## config.mk

```make
export PLATFORM = sky130hd
export DESIGN_NAME = operand_join
export DESIGN_NICKNAME = d
export VERILOG_FILES = /design/src/rtl/dataflow_pkg.sv /design/src/rtl/join_fifo.sv /design/src/rtl/operand_join.sv
export SDC_FILE = /design/constraint.sdc
export NUM_CORES = 1
export LEC_CHECK = 0
export CAP_MARGIN = 30
export CORE_MARGIN = 8
export CORE_UTILIZATION = 45
export DETAILED_ROUTE_END_ITERATION = 10
export GPL_TIMING_DRIVEN = 0
export PLACE_DENSITY = 0.67
export SETUP_SLACK_MARGIN = 0.02
export SLEW_MARGIN = 0
export SYNTH_ARGS = -nofsm -noshare
export SYNTH_HDL_FRONTEND = slang
export SYNTH_SLANG_ARGS = --single-unit
export TNS_END_PERCENT = 5
```

## constraint.sdc

```tcl
create_clock -name CLK -period 3.15 [get_ports CLK]
set_input_delay 0.7875 -clock CLK [delete_from_list [all_inputs] [get_ports CLK]]
set_output_delay 0.7875 -clock CLK [all_outputs]
set_load 0.01 [all_outputs]
```

## src/rtl/dataflow_pkg.sv

```systemverilog
// rtl/dataflow_pkg.sv - shared width/depth defaults for the dataflow operand stages
// Also provides the occupancy-count width helper used by join_fifo and operand_join.
package dataflow_pkg;

  localparam int DF_WIDTH      = 16;
  localparam int DF_JOIN_DEPTH = 4;

  // One extra bit so a full FIFO (count == depth) is representable.
  function automatic int join_cnt_w(input int depth);
    return $clog2(depth) + 1;
  endfunction

endpackage

```

## src/rtl/join_fifo.sv

```systemverilog
// rtl/join_fifo.sv - single-stream token FIFO, one per operand side of operand_join
// A push while full is dropped unless a pop in the same cycle frees the slot.
module join_fifo
  import dataflow_pkg::*;
#(
  parameter int W     = DF_WIDTH,
  parameter int DEPTH = DF_JOIN_DEPTH,
  localparam int AW   = $clog2(DEPTH),
  localparam int CW   = join_cnt_w(DEPTH)
) (
  input  logic          clk_i,
  input  logic          rst_i,
  input  logic          push_i,
  input  logic          pop_i,
  input  logic [W-1:0]  data_i,
  output logic [W-1:0]  head_o,
  output logic [CW-1:0] count_o,
  output logic          full_o,
  output logic          empty_o
);

  logic [W-1:0]  mem_q [DEPTH];
  logic [AW-1:0] rptr_q, rptr_d;
  logic [AW-1:0] wptr_q, wptr_d;
  logic [CW-1:0] cnt_q, cnt_d;
  logic          do_push;
  logic          do_pop;

  assign empty_o = (cnt_q == '0);
  assign full_o  = (cnt_q == CW'(DEPTH));
  assign head_o  = mem_q[rptr_q];
  assign count_o = cnt_q;

  assign do_pop  = pop_i && !empty_o;
  assign do_push = push_i && (!full_o || do_pop);

  // Pointers wrap for free because DEPTH is a power of two.
  always_comb begin
    rptr_d = rptr_q;
    wptr_d = wptr_q;
    cnt_d  = cnt_q;
    if (do_pop) begin
      rptr_d = rptr_q + AW'(1);
    end
    if (do_push) begin
      wptr_d = wptr_q + AW'(1);
    end
    case ({do_push, do_pop})
      2'b10:   cnt_d = cnt_q + CW'(1);
      2'b01:   cnt_d = cnt_q - CW'(1);
      default: cnt_d = cnt_q;
    endcase
  end

  always_ff @(posedge clk_i or posedge rst_i) begin
    if (rst_i) begin
      rptr_q <= '0;
      wptr_q <= '0;
      cnt_q  <= '0;
    end else begin
      rptr_q <= rptr_d;
      wptr_q <= wptr_d;
      cnt_q  <= cnt_d;
    end
  end

  always_ff @(posedge clk_i) begin
    if (do_push) begin
      mem_q[wptr_q] <= data_i;
    end
  end

endmodule

```

## src/rtl/operand_join.sv

```systemverilog
// rtl/operand_join.sv - pairs two skewed operand token streams into simultaneous valids
// Optional sticky overflow flag under macro JOIN_OVF_FLAG_EN; OVF is tied low otherwise.
module operand_join
  import dataflow_pkg::*;
#(
  parameter int N     = DF_WIDTH,
  parameter int DEPTH = DF_JOIN_DEPTH,
  localparam int CW   = join_cnt_w(DEPTH)
) (
  input  logic         CLK,
  input  logic         RST,
  input  logic         EN,
  input  logic         R_IN1,
  input  logic [N-1:0] D_IN1,
  input  logic         R_IN2,
  input  logic [N-1:0] D_IN2,
  output logic         R_OUT1,
  output logic [N-1:0] D_OUT1,
  output logic         R_OUT2,
  output logic [N-1:0] D_OUT2,
  output logic         OVF
);

  logic [N-1:0]  fifo_head_a, fifo_head_b;
  logic [CW-1:0] count_a, count_b;
  logic          full_a, full_b;
  logic          empty_a, empty_b;
  logic          avail_a, avail_b;
  logic [N-1:0]  head_a, head_b;
  logic          fire;
  logic          push_a, push_b;
  logic          pop_a, pop_b;

  logic          r_out_q, r_out_d;
  logic [N-1:0]  d_out1_q, d_out1_d;
  logic [N-1:0]  d_out2_q, d_out2_d;

  assign avail_a = !empty_a || R_IN1;
  assign avail_b = !empty_b || R_IN2;
  assign head_a  = empty_a ? D_IN1 : fifo_head_a;
  assign head_b  = empty_b ? D_IN2 : fifo_head_b;
  assign fire    = avail_a && avail_b;

  // An incoming token that bypasses an empty FIFO as the head is consumed, not stored.
  assign pop_a  = EN && fire && !empty_a;
  assign pop_b  = EN && fire && !empty_b;
  assign push_a = EN && R_IN1 && !(fire && empty_a);
  assign push_b = EN && R_IN2 && !(fire && empty_b);

  join_fifo #(.W(N), .DEPTH(DEPTH)) u_fifo_a (
    .clk_i   (CLK),
    .rst_i   (RST),
    .push_i  (push_a),
    .pop_i   (pop_a),
    .data_i  (D_IN1),
    .head_o  (fifo_head_a),
    .count_o (count_a),
    .full_o  (full_a),
    .empty_o (empty_a)
  );

  join_fifo #(.W(N), .DEPTH(DEPTH)) u_fifo_b (
    .clk_i   (CLK),
    .rst_i   (RST),
    .push_i  (push_b),
    .pop_i   (pop_b),
    .data_i  (D_IN2),
    .head_o  (fifo_head_b),
    .count_o (count_b),
    .full_o  (full_b),
    .empty_o (empty_b)
  );

  always_comb begin
    r_out_d  = r_out_q;
    d_out1_d = d_out1_q;
    d_out2_d = d_out2_q;
    if (EN) begin
      r_out_d = fire;
      if (fire) begin
        d_out1_d = head_a;
        d_out2_d = head_b;
      end
    end
  end

  always_ff @(posedge CLK or posedge RST) begin
    if (RST) begin
      r_out_q  <= 1'b0;
      d_out1_q <= '0;
      d_out2_q <= '0;
    end else begin
      r_out_q  <= r_out_d;
      d_out1_q <= d_out1_d;
      d_out2_q <= d_out2_d;
    end
  end

  assign R_OUT1 = r_out_q;
  assign R_OUT2 = r_out_q;
  assign D_OUT1 = d_out1_q;
  assign D_OUT2 = d_out2_q;

`ifdef JOIN_OVF_FLAG_EN
  logic drop_any;
  logic ovf_q, ovf_d;

  // A drop is a push into a full side that is not popping in the same cycle.
  assign drop_any = (push_a && full_a && !pop_a) || (push_b && full_b && !pop_b);
  assign ovf_d    = ovf_q || drop_any;

  always_ff @(posedge CLK or posedge RST) begin
    if (RST) begin
      ovf_q <= 1'b0;
    end else begin
      ovf_q <= ovf_d;
    end
  end

  assign OVF = ovf_q;

  logic unused_sig;
  assign unused_sig = ^{count_a, count_b};
`else
  assign OVF = 1'b0;

  logic unused_sig;
  assign unused_sig = ^{count_a, count_b, full_a, full_b};
`endif

endmodule

```

==> run summary <==
The critical path is of the in2reg type. After global routing the overflow that remains totals 0. Largest area contributor in the netlist: sky130_fd_sc_hd__edfxtp_1.

Derived from the worst setup path, the maximum achievable clock frequency is 0.3313 GHz. The die covers 20060 µm². In the final routed layout, each cell accounts on average for 19.10 µm. On the final layout, the worst hold slack is 0.5194 ns.

The synthesized design contains 175 register bits. The signal arrival time at the worst endpoint was 3.06 ns. The peak supply drop is 481.1 µV. Setup violations remaining at the end of the flow were counted as 0. The power per cell area is 911.4 nW/µm². The combined global-route utilization of all metal layers is 0.1525. Net count of the mapped netlist: 467. The endpoint identified for the worst register-to-register timing path is u_fifo_b.mem_q[0][7]$_DFFE_PP_. Clock tree synthesis selected as its root buffer the cell sky130_fd_sc_hd__clkbuf_16.

The run gives 4 as the iteration count of the initial detailed-routing pass. In the synthesized netlist, the cells that appear most often are sky130_fd_sc_hd__edfxtp_1, sky130_fd_sc_hd__dfrtp_1, sky130_fd_sc_hd__nand2_1. Setup repair after global routing left no endpoint under its margin. The relative slew slack was 0.3869.

The number of design rule violations left after detail routing is 0. Measured along the x axis, the die boundary spans 141.6 µm. In this run the critical register-to-register path is launched from u_fifo_a.count_o[0]$_DFFE_PP0P_. Path class of the lowest-slack min-delay path: reg2reg. The minimum setup slack in the final design was 0.1318 ns; the number of antenna diodes was 0. Clock-pin slew was measured on the worst setup and hold paths at 0.06 ns.

For the synthesis warning total, the log shows 0. The number of synthesized flops with an enable pin came out at 128. The logs give 0.43 ns for the insertion delay to the later sink of the worst-skew pair and 7910 µW for the sum of internal, switching and leakage power. From bottom edge to top edge, the die measures 141.6 µm. The finished cells cover 8678 µm². Pin count of the biggest net entering global routing: 37.

The number of levels the H-tree was split into was 4; the port buffer count was 70. The final critical-path share of the clock period came out at 0.9582. Detailed placement ended at an HPWL of 9.231 mm. Along the worst path, the maximum fanout reaches 16. In this run the remaining antenna-violating nets after routing total 0. The final hold violation count is 0, and the number of nets in the finished design is 557.

The starting density of the core was 0.4538; the sum of negative setup slack was 0 ns. The final count of pins violating max slew was 0; the post-detailed-route via-to-cell ratio was 5.141. At the end of routability-driven placement, the weighted congestion stood at 0.7426. The endpoint class of the critical path is a register.

The run finished with clean final reports. Share of flip-flops with an asynchronous set or reset: 0.2686. TritonCTS built the clock tree. In the synthesized netlist the dominant register cell turns out to be sky130_fd_sc_hd__edfxtp_1. The run gives 0 as the post-CTS setup-driven buffer insertion count. The worst hold path cell count works out to 1.

The beginning of the worst hold path is R_OUT1$_DFFE_PP0P_. In this run the core area contains 46 standard-cell rows. In the post-synthesis netlist, the biggest area contributors are sky130_fd_sc_hd__edfxtp_1, sky130_fd_sc_hd__dfrtp_1, sky130_fd_sc_hd__mux4_2. Kind of launch point of the worst setup path: an input pin.

The maximum buffer depth of the clock tree came out at 2. The synthesized area per cell came out at 16.96 µm². The aggregate routed wire length was 14.09 mm; the first-pass GRT wire length was 22.90 mm. By instance count, the leading cell after synthesis is sky130_fd_sc_hd__edfxtp_1. The initial antenna violation count was 0; the TritonCTS buffer count was 17. At the placement stage, the worst setup path has a slack of -0.3399 ns. Area inside the core boundary: 15660 µm².

The total cell area at the placement stage came out at 8095 µm². The via count of the first global-routing pass was 4115; the area growth from synthesis to layout was 22.16%. The leakage power was 0.003157 µW.

For the worst setup path, the data required time is 3.19 ns. The tools report the worst min-delay path endpoint as R_OUT1$_DFFE_PP0P_. Summing every instance area after synthesis gives 7104 µm².

In this run the count of I/O pins placed on the die edge is 72. The overall via count from detail_route is 3794, and the worst reg-to-reg setup slack is 0.46 ns. In this run, distinct cell masters in the synthesized netlist total 40. Clock tree synthesis found a total of 175 sinks. The sequential element share of the synthesized area came out at 0.7066. Measured in cells, the most critical reg-to-reg path has a length of 5. For the number of maximum-capacitance constraint violations, the log shows 0. Between clock sinks in the finished design, the worst skew comes to 0.01656 ns.

After the first detailed-routing iteration, the DRC count stood at 196. The worst path needs 3.018 ns of the cycle, external delays included. The top-area cell type share of the netlist area is 0.5410. The synthesized instance count is 419.

The actual slew at the worst max-slew pin was 0.9197 ns. Share of post-route cells with drive strength above 1: 0.1686.
power by group:
group | internal, µW | switching (µW) | total, µW
sequential | 2990 | 250 | 3240
combinational | 1300 | 1310 | 2610
clock | 1250 | 813 | 2060
total | 5540 | 2370 | 7910
registers in the layout, summed over array words and instances, names as in the netlist:
register	cells
D_OUT1	16
D_OUT2	16
R_OUT1	1
u_fifo_a.count_o	3
u_fifo_a.mem_q	64
u_fifo_a.rptr_q	2
u_fifo_a.wptr_q	2
u_fifo_b.count_o	3
u_fifo_b.mem_q	64
u_fifo_b.rptr_q	2
u_fifo_b.wptr_q	2
metrics by stage:
step                instances  utilization
floorplan                 419            -
global placement          705       0.5158
detailed placement        706       0.5171
CTS                       738       0.5543
global route              738       0.5543
finish                    738       0.5543
repair_timing:
item                                   in CTS  in global routing
hold buffers                                0                  0
endpoints found under the hold margin       0                  0
setup endpoints to repair                   0                  7
resized for setup                           0                  1
worst max-delay path by stage:
stage / start / to / slack (ns)
final: R_IN1 / u_fifo_b.mem_q[0][7]$_DFFE_PP_ / 0.13
after global routing: R_IN2 / u_fifo_a.mem_q[2][15]$_DFFE_PP_ / 0.02
after global placement: R_IN1 / u_fifo_b.mem_q[0][13]$_DFFE_PP_ / -0.30
after detailed placement: R_IN2 / u_fifo_a.mem_q[2][7]$_DFFE_PP_ / -0.34
after floorplan: R_IN1 / u_fifo_b.mem_q[0][0]$_DFFE_PP_ / 0.54
after CTS: R_IN2 / u_fifo_a.mem_q[1][0]$_DFFE_PP_ / 0.12
critical path: stages:
cell and delay [ns]:
sky130_fd_sc_hd__clkdlybuf4s50_1 0.45, sky130_fd_sc_hd__or4_1 0.48, sky130_fd_sc_hd__buf_2 0.18, sky130_fd_sc_hd__xor2_2 0.17
sky130_fd_sc_hd__a21oi_4 0.22, sky130_fd_sc_hd__and2_1 0.76
placed cells by master (no fill, tap or decap), types with 11 or more instances in the layout:
master	n
sky130_fd_sc_hd__clkbuf_16	17
sky130_fd_sc_hd__nor2_1	33
sky130_fd_sc_hd__a31oi_1	17
sky130_fd_sc_hd__inv_1	12
sky130_fd_sc_hd__mux4_2	32
sky130_fd_sc_hd__nand2_1	39
sky130_fd_sc_hd__dfrtp_1	47
sky130_fd_sc_hd__clkbuf_1	11
sky130_fd_sc_hd__a21oi_1	16
sky130_fd_sc_hd__edfxtp_1	128
sky130_fd_sc_hd__mux2i_1	17
sky130_fd_sc_hd__clkdlybuf4s50_1	70
layout make-up:
type	count	area, µm²
buffer	24	153.9
inverter	13	48.80
tap	216	270.3
sequential	175	5020
clock inverter	6	82.58
timing repair buffer	71	720.7
clock buffer	26	499.2
fill	1268	6977
multi-input combinational	207	1883
kinds of logic (layout without fill, tap and decap cells):
family | count (synthesis) | count (layout) | share of synthesized area
muxes | 51 | 51 | 0.1286
xor gates and xnor gates | 12 | 12 | 0.01585
DFF | 175 | 175 | 0.7066
and+or+nand+nor | 89 | 89 | 0.05812
other | 1 | 1 | 0.0005278
buffers and inverters | 37 | 140 | 0.02853
adders and majority gates | 11 | 11 | 0.02149
AOI/OAI and AO/OA | 43 | 43 | 0.04033
routing by layer:
metal / track usage / vias up / wire length, µm
li1: - / 1751 / -
met1: 0.1881 / 1930 / 5943
met2: 0.2504 / 107 / 7126
met3: 0.04637 / 6 / 920
met4: 0.05427 / 0 / 104
met5: 0 / - / 0
No activity file was read; power rests on OpenSTA's default activity.
==> variant 1: new RTL, config.mk and constraints unchanged <==
Add an input register stage for `D_IN1`; this delays it by one clock. The other inputs are not delayed to match.
--- a/src/rtl/operand_join.sv
+++ b/src/rtl/operand_join.sv
@@ -21,6 +21,12 @@
   output logic         OVF
 );
 
+  logic [N-1:0] D_IN1_q;
+
+  always_ff @(posedge CLK) begin
+    D_IN1_q <= D_IN1;
+  end
+
   logic [N-1:0]  fifo_head_a, fifo_head_b;
   logic [CW-1:0] count_a, count_b;
   logic          full_a, full_b;
@@ -37,7 +43,7 @@
 
   assign avail_a = !empty_a || R_IN1;
   assign avail_b = !empty_b || R_IN2;
-  assign head_a  = empty_a ? D_IN1 : fifo_head_a;
+  assign head_a  = empty_a ? D_IN1_q : fifo_head_a;
   assign head_b  = empty_b ? D_IN2 : fifo_head_b;
   assign fire    = avail_a && avail_b;
 
@@ -52,7 +58,7 @@
     .rst_i   (RST),
     .push_i  (push_a),
     .pop_i   (pop_a),
-    .data_i  (D_IN1),
+    .data_i  (D_IN1_q),
     .head_o  (fifo_head_a),
     .count_o (count_a),
     .full_o  (full_a),
Check against the original RTL: not equivalent (Yosys sat finds a counterexample within 4 cycles, from zero or initial values and one cycle with RST high).
==> variant 1 against the unedited design <==
Power is 5.6% higher; synthesized area is 4.5% higher; final cell count is 2.6% higher; die area is 4.0% higher; register-to-register slack hardly changed; final area is 4.6% higher; wire length hardly changed; setup slack better by 0.034 ns; sequential cell count is 16 higher; clock skew is 0.0075 ns lower; sequential share of layout area is 0.97 points higher; clock power is 13% higher; hold slack worse by 0.016 ns; critical endpoint is now u_fifo_b.mem_q[1][0]$_DFFE_PP_; largest power group unchanged.
==> variant 1: results (changes against the unedited design) <==
The endpoint of the most critical register-to-register path is u_fifo_b.mem_q[1][0]$_DFFE_PP_ (was u_fifo_b.mem_q[0][7]$_DFFE_PP_). The share of synthesized registers carrying an async set or reset is 24.6% (was 26.9%). The number of search-and-repair iterations in the first detailed-routing pass is 6 (was 4). The via count of the first global-routing pass is 4120 (was 4115). The end point of the worst hold path was D_OUT2[0]$_DFFE_PP0N_ (was R_OUT1$_DFFE_PP0P_). The worst hold-check slack is 0.503 ns (was 0.519 ns). The number of distinct library cells after synthesis came out at 39 (was 40). The number of design-rule violations left by the first detailed-router iteration came out at 228 (was 196).

The number of standard cells in the final layout excluding fillers came out at 757 (was 738). The data arrival time of the critical path came out at 3.04 ns (was 3.06 ns). The setup slack at placement is -0.318 ns (was -0.340 ns). The total placed instance area was 8420 um^2 (was 8100 um^2). The final net count came out at 572 (was 557). The root cell of the clock tree is clkbuf_16 (unchanged). The placer congestion estimate is 0.755 (was 0.743). The overall track demand over capacity in global routing came out at 14.7% (was 15.3%). The average via count per standard cell came out at 5.12 (was 5.14). The total wirelength of the detailed-routed design is 14100 um (about the same). The worst-case vdd ir drop came out at 646 uV (was 481 uV). The number of enable flip-flop cells after synthesis came out at 128 (unchanged). The synthesized net count came to 482 (was 467).

The sum of net half-perimeters after detailed placement came out at 9290 um (was 9230 um). The accumulated negative setup slack was 0 ns (unchanged). Largest cells by area after synthesis: edfxtp_1 (52%), dfrtp_1 (16%), mux4_2 (9.7%) (was edfxtp_1 (54%), dfrtp_1 (17%), mux4_2 (10%)). The first-pass GRT wire length came out at 22400 um (was 22900 um). The cell count after placement was 725 (was 706). The sequential-to-total area share from yosys stat came out at 71.9% (was 70.7%). The source of the worst register-to-register timing path is u_fifo_a.count_o[0]$_DFFE_PP0P_ (unchanged). The fraction of layout cells with a size suffix above 1 is 16.8% (was 16.9%). Status: finished, final reports clean (unchanged). The slew at the pin closest to its max-slew limit came out at 0.899 ns (was 0.920 ns). Post-synth top cells: edfxtp_1 (128), dfrtp_1 (47), nand2_1 (38) (was edfxtp_1 (128), dfrtp_1 (47), nand2_1 (39)). The final clock skew came out at 0.00908 ns (was 0.0166 ns). The static leakage came out at 3.34 nW (was 3.16 nW). The cell count after synthesis came out at 434 (was 419).

The antenna diode count came out at 0 (unchanged). The largest net degree at the start of global routing came out at 35 (was 37). The H-tree depth was 4 (unchanged). The prevailing post-synth register cell is edfxtp_1 (unchanged). The worst min-delay path startpoint is D_OUT2[0]$_DFFE_PP0N_ (was R_OUT1$_DFFE_PP0P_). The last element of the critical path is u_fifo_b.mem_q[1][0]$_DFFE_PP_ (was u_fifo_b.mem_q[0][7]$_DFFE_PP_). The highest attainable clock frequency came to 0.335 GHz (was 0.331 GHz). The filler cell count in the final layout is 1305 (was 1268).
## variant 1: cell count changes after synthesis, sizes merged
| cell | delta |
|---|---|
| o21ai | -1 |
| mux2i | +1 |
| clkbuf | +2 |
| dfxtp | +16 |
| nand2 | -1 |
| buf | -2 |
## variant 1: area by class of cell
| class | instances | area (um^2) | area share (%) |
|---|---|---|---|
| plain buffers | 24 | 153 | 1.68 |
| well taps | 220 | 275 | 3.03 |
| inverters | 13 | 48.8 | 0.537 |
| flip-flops and latches | 191 | 5340 | 58.8 |
| clock inverters | 10 | 141 | 1.56 |
| multi-input cells | 206 | 1880 | 20.7 |
| repair buffers | 71 | 721 | 7.94 |
| clock buffers | 22 | 518 | 5.70 |
## variant 1: routing by layer
metal / up-vias / GRT usage [%] / part of all wire [%]
li1: 1805 / - / -
met1: 1969 / 18.0 / 43
met2: 86 / 24.0 / 50
met3: 17 / 3.96 / 5.3
met4: 0 / 6.13 / 1.6
met5: - / 0 / 0
## variant 1: where the power goes
group	internal, W	switching [W]	leakage, nW
Combinational	0.00129	0.00128	1.18
Sequential	0.00320	0.000259	1.83
Clock	0.00142	0.000914	0.327
## variant 1: kinds of logic after synthesis
family,synth area share (%)
flops,71.9
simple gates,5.51
mux,12.4
compound gates,3.79
buf+inv,2.71
xor+xnor,1.52
fa+ha+maj,2.06
other cells,0.0505
## variant 1: worst register-to-register path: cells and delay by family, from the launching register on
family | cells | cell delay, ns
simple gates | 2 | 1.28
flops | 1 | 0.45
compound gates | 1 | 0.24
buf+inv | 1 | 0.18
xor+xnor | 1 | 0.17
==> variant 2: new RTL, same flow settings <==
Made on the original files. Change the package constant `DF_JOIN_DEPTH` from 4 to 8.
--- a/src/rtl/dataflow_pkg.sv
+++ b/src/rtl/dataflow_pkg.sv
@@ -3,7 +3,7 @@
 package dataflow_pkg;
 
   localparam int DF_WIDTH      = 16;
-  localparam int DF_JOIN_DEPTH = 4;
+  localparam int DF_JOIN_DEPTH = 8;
 
   // One extra bit so a full FIFO (count == depth) is representable.
   function automatic int join_cnt_w(input int depth);
Check against the original RTL: same outputs for any inputs over 4 cycles, from zero or initial values and one cycle with RST high; that may be too few to reach the edited logic, so the function may still have changed.
==> variant 2 against the unedited design <==
Clock skew up 0.0069 ns; power up 73%; wire length up 90%; synthesized area up 75%; global-route usage up 0.93 points; setup slack better by 0.0096 ns; synthesized cell count up 50%; final area up 74%; sequential cell count up 134; critical path type unchanged; critical endpoint is now u_fifo_a.mem_q[2][4]$_DFFE_PP_; highest routed layer is now met5.
==> variant 2: results (changes against the unedited design) <==
Status: finished, final reports clean (unchanged). The placer congestion estimate came out at 0.750 (was 0.743). The fraction of layout cells with a size suffix above 1 was 25.1% (was 16.9%). The xor/xnor cell area share of the yosys netlist came out at 1.20% (was 1.59%).

The average via count per standard cell is 5.75 (was 5.14). The register cell area after layout is 9010 um^2 (was 5020 um^2). The total wirelength of the detailed-routed design was 26800 um (was 14100 um). The total of clock buffers placed in the layout came to 38 (was 26). The insertion delay of the later-clocked pin in the worst-skew pair came out at 0.52 ns (was 0.43 ns).

The routed wire length per instance is 23.9 um (was 19.1 um). The complex-gate fraction of the synthesized area came out at 4.13% (was 4.03%). The non-clock buffer count in the final layout came out at 129 (was 95).

The number of design-rule violations left by the first detailed-router iteration came to 535 (was 196). The final net count came out at 802 (was 557). The largest net degree at the start of global routing is 35 (was 37). Post-synth top cells: edfxtp_1 (256), mux4_2 (64), dfrtp_1 (53) (was edfxtp_1 (128), dfrtp_1 (47), nand2_1 (39)). The number of distinct library cells after synthesis came out at 53 (was 40). The first-pass GRT wire length was 41200 um (was 22900 um). The top cell family by delay on the critical path was buffers and inverters (was simple AND/OR/NAND/NOR gates). The fraction of the mapped netlist area in adder cells came to 1.01% (was 2.15%). The count of sequential standard cells is 309 (was 175). The area enclosed by the die boundary came to 33100 um^2 (was 20100 um^2). The total placed instance area came out at 13900 um^2 (was 8100 um^2). The number of search-and-repair iterations in the first detailed-routing pass is 5 (was 4). The mean area per synthesized cell came out at 19.7 um^2 (was 17.0 um^2). The layout inverter count without the clock tree was 4 (was 13). The via count of the first global-routing pass is 6952 (was 4115).
[variant 2: cell types whose count changed in the layout (fill, tap and decap cells not counted), moves of 7 or more]
cell	before	now
a21oi_1	16	4
a31oi_1	17	0
and2_1	7	0
buf_8	0	9
clkbuf_16	17	35
edfxtp_1	128	256
inv_1	12	2
mux2i_1	17	33
mux4_2	32	64
nor2_1	33	10
o221a_1	0	24
[variant 2: routing by layer]
| layer | up-vias | track usage (%) | share of wire, % |
|---|---|---|---|
| met4 | 2 | 4.17 | 2.0 |
| met1 | 3361 | 21.0 | 42 |
| met5 | - | 0 | 0.034 |
| li1 | 2828 | - | - |
| met3 | 45 | 3.12 | 5.6 |
| met2 | 216 | 27.6 | 50 |
[variant 2: worst register-to-register path, stage by stage (launching register included)]
cell	delay [ns]
dfrtp_1	0.47
or4_4	0.62
nor3_2	0.14
o311ai_2	0.14
buf_6	0.21
nor3_2	0.78
buf_6	0.26
[variant 2: final timing paths]
kind / start / end / slack [ns]
max in group asynchronous: RST / u_fifo_b.count_o[2]$_DFFE_PP0P_ / 1.87
setup / recovery: EN / u_fifo_a.mem_q[2][4]$_DFFE_PP_ / 0.14
setup reg to reg: u_fifo_a.count_o[2]$_DFFE_PP0P_ / u_fifo_b.mem_q[6][9]$_DFFE_PP_ / 0.22
hold / removal: D_OUT1[13]$_DFFE_PP0N_ / D_OUT1[13]$_DFFE_PP0N_ / 0.52
hold reg to reg: D_OUT1[13]$_DFFE_PP0N_ / D_OUT1[13]$_DFFE_PP0N_ / 0.52
min in group asynchronous: RST / D_OUT2[3]$_DFFE_PP0N_ / 0.66
[variant 2: power breakdown]
part           internal (W)  leakage (nW)  switching [W]  total, W
logic               0.00211          1.66        0.00208   0.00419
clock network       0.00254         0.571        0.00159   0.00413
registers           0.00505          2.92       0.000327   0.00537
